### config.mk
export PLATFORM = sky130hd
export DESIGN_NAME = adder_sweep_ctrl
export DESIGN_NICKNAME = d
export VERILOG_FILES = /design/src/rtl/adder_sweep_defs.sv /design/src/rtl/sweep_tag_pipe.sv /design/src/rtl/adder_sweep_ctrl.sv
export SDC_FILE = /design/constraint.sdc
export NUM_CORES = 1
export LEC_CHECK = 0
export CORE_AREA = 3 3 101 103
export DETAILED_ROUTE_END_ITERATION = 8
export DIE_AREA = 0 0 104 106
export HOLD_SLACK_MARGIN = 0.15
export PLACE_DENSITY = 0.83
export SLEW_MARGIN = 20
export SYNTH_ARGS = -nofsm -noshare
export SYNTH_HDL_FRONTEND = slang
export SYNTH_SLANG_ARGS = --single-unit
### constraint.sdc
create_clock -name clk -period 3.3 [get_ports clk]
set_input_delay 0.495 -clock clk [delete_from_list [all_inputs] [get_ports clk]]
set_output_delay 0.495 -clock clk [all_outputs]
set_load 0.005 [all_outputs]
### src/rtl/adder_sweep_defs.sv
// Shared constants for the adder sweep controller:
// FSM state encoding and the fail counter width.
package adder_sweep_defs;

    typedef enum logic [1:0] {
        S_IDLE  = 2'd0,
        S_RUN   = 2'd1,
        S_DRAIN = 2'd2,
        S_DONE  = 2'd3
    } sweep_state_e;

    localparam int FAIL_CNT_W = 16;

endpackage

### src/rtl/sweep_tag_pipe.sv
// Valid/operand tag delay line matching the adder latency.
// DEPTH=0 degenerates to a wire.
module sweep_tag_pipe #(
    parameter int DEPTH = 2,
    parameter int DW    = 8
) (
    input  logic          clk,
    input  logic          rst,
    input  logic          flush,
    input  logic          in_valid,
    input  logic [DW-1:0] in_data,
    output logic          out_valid,
    output logic [DW-1:0] out_data
);

    if (DEPTH == 0) begin : g_pass
        logic unused_pass;
        assign unused_pass = ^{clk, rst, flush};
        assign out_valid   = in_valid;
        assign out_data    = in_data;
    end else begin : g_pipe
        logic [DEPTH-1:0] vld;
        logic [DW-1:0]    dat [DEPTH];

        always_ff @(posedge clk or posedge rst) begin
            if (rst) begin
                vld <= '0;
                for (int i = 0; i < DEPTH; i++) dat[i] <= '0;
            end else if (flush) begin
                vld <= '0;
            end else begin
                vld[0] <= in_valid;
                dat[0] <= in_data;
                for (int i = 1; i < DEPTH; i++) begin
                    vld[i] <= vld[i-1];
                    dat[i] <= dat[i-1];
                end
            end
        end

        assign out_valid = vld[DEPTH-1];
        assign out_data  = dat[DEPTH-1];
    end

endmodule

### src/rtl/adder_sweep_ctrl.sv
// Exhaustive operand sweep comparing a structural and a
// behavioral adder, with latency-aligned fail capture.
module adder_sweep_ctrl
    import adder_sweep_defs::*;
#(
    parameter int WIDTH   = 14,
    parameter int LATENCY = 0
) (
    input  logic                  clk,
    input  logic                  rst,
    input  logic                  start,
    input  logic                  abort,
    input  logic                  stop_on_fail,
    output logic [WIDTH-1:0]      adder_operand1,
    output logic [WIDTH-1:0]      adder_operand2,
    input  logic [WIDTH:0]        structural_sum,
    input  logic [WIDTH:0]        behavioral_sum,
    output logic                  busy,
    output logic                  done,
    output logic                  test_fail,
    output logic [FAIL_CNT_W-1:0] fail_count,
    output logic [WIDTH-1:0]      first_fail_op1,
    output logic [WIDTH-1:0]      first_fail_op2
);

    localparam int CW  = 2 * WIDTH;
    localparam int DCW = (LATENCY > 1) ? $clog2(LATENCY) : 1;
    localparam int DL  = (LATENCY > 0) ? LATENCY - 1 : 0;

    sweep_state_e   state_q, state_d;
    logic [CW-1:0]  cnt_q, cnt_d;
    logic [DCW-1:0] drain_q, drain_d;
    logic           stop_q;

    logic           start_hit;
    logic           abort_hit;
    logic           flush;
    logic           tag_vld;
    logic [CW-1:0]  tag_ops;
    logic           mismatch;
    logic           stop_hit;

    assign abort_hit = abort && (state_q != S_IDLE);
    assign start_hit = start && !abort &&
                       (state_q == S_IDLE || state_q == S_DONE);
    assign mismatch  = tag_vld && (structural_sum != behavioral_sum);
    assign stop_hit  = mismatch && stop_q;
    assign flush     = abort_hit || start_hit || stop_hit;

    sweep_tag_pipe #(
        .DEPTH (LATENCY),
        .DW    (CW)
    ) u_tag_pipe (
        .clk       (clk),
        .rst       (rst),
        .flush     (flush),
        .in_valid  (state_q == S_RUN),
        .in_data   (cnt_q),
        .out_valid (tag_vld),
        .out_data  (tag_ops)
    );

    always_comb begin
        state_d = state_q;
        cnt_d   = cnt_q;
        drain_d = drain_q;
        unique case (state_q)
            S_IDLE, S_DONE: begin
                if (start_hit) begin
                    state_d = S_RUN;
                    cnt_d   = '0;
                end
            end
            S_RUN: begin
                if (stop_hit) begin
                    state_d = S_DONE;
                end else if (cnt_q == '1) begin
                    state_d = (LATENCY > 0) ? S_DRAIN : S_DONE;
                    drain_d = '0;
                end else begin
                    cnt_d = cnt_q + 1'b1;
                end
            end
            S_DRAIN: begin
                if (stop_hit || drain_q == DCW'(DL)) begin
                    state_d = S_DONE;
                end else begin
                    drain_d = drain_q + 1'b1;
                end
            end
            default: state_d = S_IDLE;
        endcase
        if (abort_hit) state_d = S_IDLE;
    end

    always_ff @(posedge clk or posedge rst) begin
        if (rst) begin
            state_q <= S_IDLE;
            cnt_q   <= '0;
            drain_q <= '0;
        end else begin
            state_q <= state_d;
            cnt_q   <= cnt_d;
            drain_q <= drain_d;
        end
    end

    // Fail record survives abort; only a new start clears it.
    always_ff @(posedge clk or posedge rst) begin
        if (rst) begin
            stop_q         <= 1'b0;
            test_fail      <= 1'b0;
            fail_count     <= '0;
            first_fail_op1 <= '0;
            first_fail_op2 <= '0;
        end else if (start_hit) begin
            stop_q         <= stop_on_fail;
            test_fail      <= 1'b0;
            fail_count     <= '0;
            first_fail_op1 <= '0;
            first_fail_op2 <= '0;
        end else if (mismatch) begin
            test_fail <= 1'b1;
            if (fail_count != '1) fail_count <= fail_count + 1'b1;
            if (!test_fail) begin
                first_fail_op1 <= tag_ops[WIDTH-1:0];
                first_fail_op2 <= tag_ops[CW-1:WIDTH];
            end
        end
    end

    assign adder_operand1 = cnt_q[WIDTH-1:0];
    assign adder_operand2 = cnt_q[CW-1:WIDTH];
    assign busy = (state_q == S_RUN) || (state_q == S_DRAIN);
    assign done = (state_q == S_DONE);

endmodule

# After elaboration in Yosys (flattened, before gate mapping)
# Cells that the tools add are included.
# word_totals
register_bits	77
elab_cells	73
output_inout_bits	75
# op_classes
bitwise	1
n_eq_ne	15
reduce_logical	21
addsub	3
mux	25
# op_table
cell	count
two-way mux 14 bit	6
two-way mux 28 bit	3
case mux 28 bit (2 select lines)	1
two-way mux 16 bit	3
adder 28 x 1 -> 28 bit, second input constant	1
== test 28 bit, second input constant	1
adder 16 x 1 -> 16 bit, second input constant	1
inequality test 16 bit, second input constant	1
inequality test 15 bit	1
two-way mux 2 bit	5
nonzero test 2 bit	5
inequality test 2 bit, second input constant	4
AND reduction 4 bit	2
inequality test 3 bit, second input constant	2
case mux 2 bit (3 select lines)	1
logical AND 1 bit	5
two-way mux 1 bit	5
== test 2 bit, second input constant	2
inequality test 2 x 1 -> 1 bit, second input constant	2
inequality test 4 x 2 -> 1 bit, second input constant	1
AND reduction 2 bit	2
logical OR 1 bit	3
AND reduction 3 bit	1
== test 2 x 1 -> 1 bit, second input constant	1
6 further kinds	6

# Longest topological paths before layout
# depth
word_depth	7
depth_mapped	10
depth_no_buf	8

# Modules after synthesis
# A second synthesis with hierarchy kept.
# unflattened
cells_unflattened	447
hier_area_um2	4284.1
# by_module_without_submodules
mod	n_inst	area_each_um2	cells_per_inst
adder_sweep_ctrl	1	4066.4	418
sweep_tag_pipe	1	217.7	29

# Worst setup path before layout
# No wires, ideal clock.
# synth_timing
path_kind	flip-flop to flip-flop
start	register cnt_q[0]
end	register cnt_q[0]
setup_time_ns	0.128
arrival_time_ns	2.155
stages_incl_launch_ff	10
path_buffers	3
required_time_ns	3.172
slack_ns	1.018
period_less_slack_ns	2.282
path_cell_list	dfrtp_1 > ha_1 > and3_1 > buf_2 > nand3_1 > or4_1 > buf_2 > buf_6 > nand3_1 > mux2_1
# synth_between
elab_chain_len	4
# synth_rtl
item	line	source
from (decl)	adder_sweep_ctrl.sv:31	logic [CW-1:0] cnt_q, cnt_d;
from (signal assigned)	adder_sweep_ctrl.sv:103	cnt_q <= cnt_d;
adder 28 x 1 -> 28 bit	adder_sweep_ctrl.sv:81	cnt_d = cnt_q + 1'b1;
two-way mux 28 bit	adder_sweep_ctrl.sv:77	end else if (cnt_q == '1) begin
two-way mux 28 bit	adder_sweep_ctrl.sv:75	if (stop_hit) begin
case mux 28 bit (2 select lines)	adder_sweep_ctrl.sv:67	unique case (state_q)
# Parallel ways exist; a longest one is shown, timed or not. The select of a mux whose other input is x is not followed.
# A chain may end at the register's enable or synchronous reset.

# Worst setup path in the final report
# Same ends and word-level chain as after synthesis.

==> flow_metrics.tcl <==
set metrics [dict create \
    outcome "finished, final reports clean" \
    synth-seq-cells 77 \
    syn_area_per_cell_um2 9.66 \
    synth.distinct_cells 47 \
    slowest_delay_ns 0.86 \
    crit_path_start_kind "register" \
    synth_flop_cell "dfrtp_1" \
    drt_iter0_drc 206 \
    wl_met2_um 5410 \
    synth-xor-area-share_pct 3.10 \
    synth_largest_area_cell "dfrtp_1" \
    tightest_slew_ns 0.675 \
    clkLatencyLatePin_ns 0.35 \
    track_usage_pct 19.9 \
    route.met3.wl_um 668 \
    dp_hpwl_um 7590 \
    clk_path_buf_depth 2 \
    diodes 0 \
    synth_simple_gate_area_share_pct 23.7 \
    synth_fa_ha_area_share_pct 1.77 \
    detail-route-antenna-nets 0 \
    leakagePower_nw 2.52 \
    io_buffers 109 \
    path_buf_inv 0 \
    cp_max_fo 18 \
    cts_root_buffer "clkbuf_8" \
    met1Wirelength_um 4510 \
    syn_to_final_growth_pct 32.8 \
    final_net_count 579 \
    timing.hold.ws_ns 0.475 \
    die_area_mm2 0.0110 \
    worstPathCellList "ha_1 > and3_1 > nand3_1 > or4_1 > nand3_1 > mux2_1" \
    yosys_warnings 0 \
    ios 110 \
    slew-limit-headroom_pct 55.0 \
    cts_buffers 9 \
    path_class "reg2reg" \
    seq_area_frac_synth_pct 45.5 \
    ctsResizeCount 0 \
    synth_nets 479 \
    synth-compound-area-share_pct 13.1 \
    regArea_mm2 0.00193 \
    grt_pass1_wl_um 18400 \
    maxSlewViolCount 0 \
    setup-violations-final 0 \
    multi_input_area_mm2 0.00215 \
    vias_per_cell 5.82 \
    total_power_mw 3.06 \
    syn_area_mm2 0.00423 \
    pre_cts_ws_ns 0.465 \
    timing.critical_path.mode_cell "nand3_1" \
    routed_wl_um 10700 \
    dr.pass1.iters 5 \
    synthTopCellsByCount "dfrtp_1, nor2_1, mux2i_1" \
    fill_cells 792 \
    synth_edf_count 0 \
    cp_slowest_cell "or4_1" \
    initial_utilization_pct 45.6 \
    synth_most_common_cell "dfrtp_1" \
    top_layer_used "met4" \
    htreeDepth 3 \
    wire_per_inst_um 16.0 \
    fin_util_pct 60.5 \
    powerDensity_mw_per_mm2 544 \
    min_path_type "reg2reg" \
    fin_crit_ns 2.64 \
    setup_slack_ns 0.662 \
    yosys.area.top_type_share_pct 45.5 \
    std_cell_rows 35 \
    holdBufCountCts 0 \
    cts_tree "yes" \
    synth_top_family_by_area "simple AND/OR/NAND/NOR gates" \
    core_area_mm2 0.00928 \
    overflow 0 \
    grt_pass1_vias 3884 \
    drive_above_1_share_pct 5.71 \
    cts.sink_count 77 \
    die_height_um 106 \
    clk_pin_slew_ns 0.08 \
    cap_violations 0 \
    postSynthCellCount 438 \
    setup_tns_ns 0 \
    period_share_pct 79.9 \
    vias 3913 \
    synthArstFlopShare_pct 100 \
    grt_max_degree 56 \
    max_freq_mhz 379 \
    peakVddDrop_mv 0.308 \
    fin_worst_skew_ns 0.00961 \
    worstPathArrival_ns 2.87 \
    place.gp.congestion 0.838 \
    drc 0 \
    rsz0062_at_grt "false" \
    synth_mux_area_share_pct 8.78 \
    hold_violations 0 \
    cp.required_ns 3.53 \
    antenna_found_initial 0 \
    post_cts_buffers 0 \
    dieWidth_um 104 \
    synthTopCellsByArea "dfrtp_1, mux2i_1, or4_1" \
    crit_family "simple AND/OR/NAND/NOR gates" \
    endpoint_kind "register" \
]
cell type report:
| type | instances | area share, % |
|---|---|---|
| clock buffers | 10 | 2.27 |
| well taps | 129 | 2.87 |
| flip-flops and latches | 77 | 34.3 |
| inverters | 7 | 0.512 |
| multi-input cells | 326 | 38.2 |
| clock inverters | 6 | 1.14 |
| repair buffers | 117 | 20.7 |
per-layer routing:
layer | global-route usage, % | up-vias
li1 | - | 1829
met1 | 23.9 | 1912
met2 | 35.7 | 158
met3 | 3.95 | 14
met4 | 6.93 | 0
met5 | 0 | -
per-stage QoR:
step                      cell area (um^2)  cells
after global routing                  5620    672
final                                 5620    672
after floorplan                       4230    438
after global placement                5430    656
after CTS                             5620    672
after detailed placement              5430    656
state kept, by name, summed over array words and instances (netlist names):
register        flops
test_fail           1
cnt_q              28
state_q             2
first_fail_op2     14
stop_q              1
drain_q             1
fail_count         16
first_fail_op1     14
path summary, 6_finish.rpt:
path	startpoint	end	slack [ns]	depth (start not counted)
max	cnt_q[0]$_DFFE_PP0P_	cnt_q[0]$_DFFE_PP0P_	0.66	6
min	stop_q$_DFFE_PP0P_	stop_q$_DFFE_PP0P_	0.48	2
max reg2reg	cnt_q[0]$_DFFE_PP0P_	cnt_q[0]$_DFFE_PP0P_	0.66	6
min reg2reg	stop_q$_DFFE_PP0P_	stop_q$_DFFE_PP0P_	0.48	2
max in group asynchronous	rst	first_fail_op2[4]$_DFFE_PP0P_	2.03	3
min in group asynchronous	rst	first_fail_op1[6]$_DFFE_PP0P_	0.61	2
worst reg2reg max path, delay by kind of cell (launching register included):
family | cells | cell delay (ns)
mux | 1 | 0.34
fa+ha+maj | 1 | 0.20
simple gates | 4 | 1.53
flops | 1 | 0.47
cell usage in the layout (no fill, tap or decap), types with 2 or more instances in the layout:
cell             Yosys  layout
clkdlybuf4s50_1      0     109
dfrtp_1             77      77
nor2_1              44      43
mux2i_1             36      36
nand2_1             35      35
a21oi_1             30      29
or4_1               23      23
o31ai_1             21      21
nand4_1             20      20
xor2_1              12      12
nand3_1             12      12
nand2b_1            10      10
clkbuf_8             0       9
and3_1               8       8
o21ai_0              7       7
buf_4                2       7
and2_1               6       6
nor3_1               6       6
and4_1               6       6
inv_1                7       6
a31oi_1              6       6
a41o_1               6       6
ha_1                 6       6
or3_1                4       4
nor4_1               3       3
xnor2_1              3       3
o21a_1               3       3
o41ai_1              2       2
clkinvlp_4           0       2
clkinv_2             0       2
report_power, final:
part	switching [mW]	total [mW]	internal, mW
combinational	0.646	1.15	0.505
sequential	0.133	1.20	1.06
clock	0.362	0.710	0.348
cell families (layout without fill, tap and decap cells):
logic type | count (synthesis) | count (layout)
DFF | 77 | 77
buffers and inverters | 35 | 140
adders and majority gates | 6 | 6
muxes | 37 | 37
AOI/OAI and AO/OA | 83 | 83
and+or+nand+nor | 185 | 185
xor gates and xnor gates | 15 | 15
No activity file was read; power rests on OpenSTA's default activity.
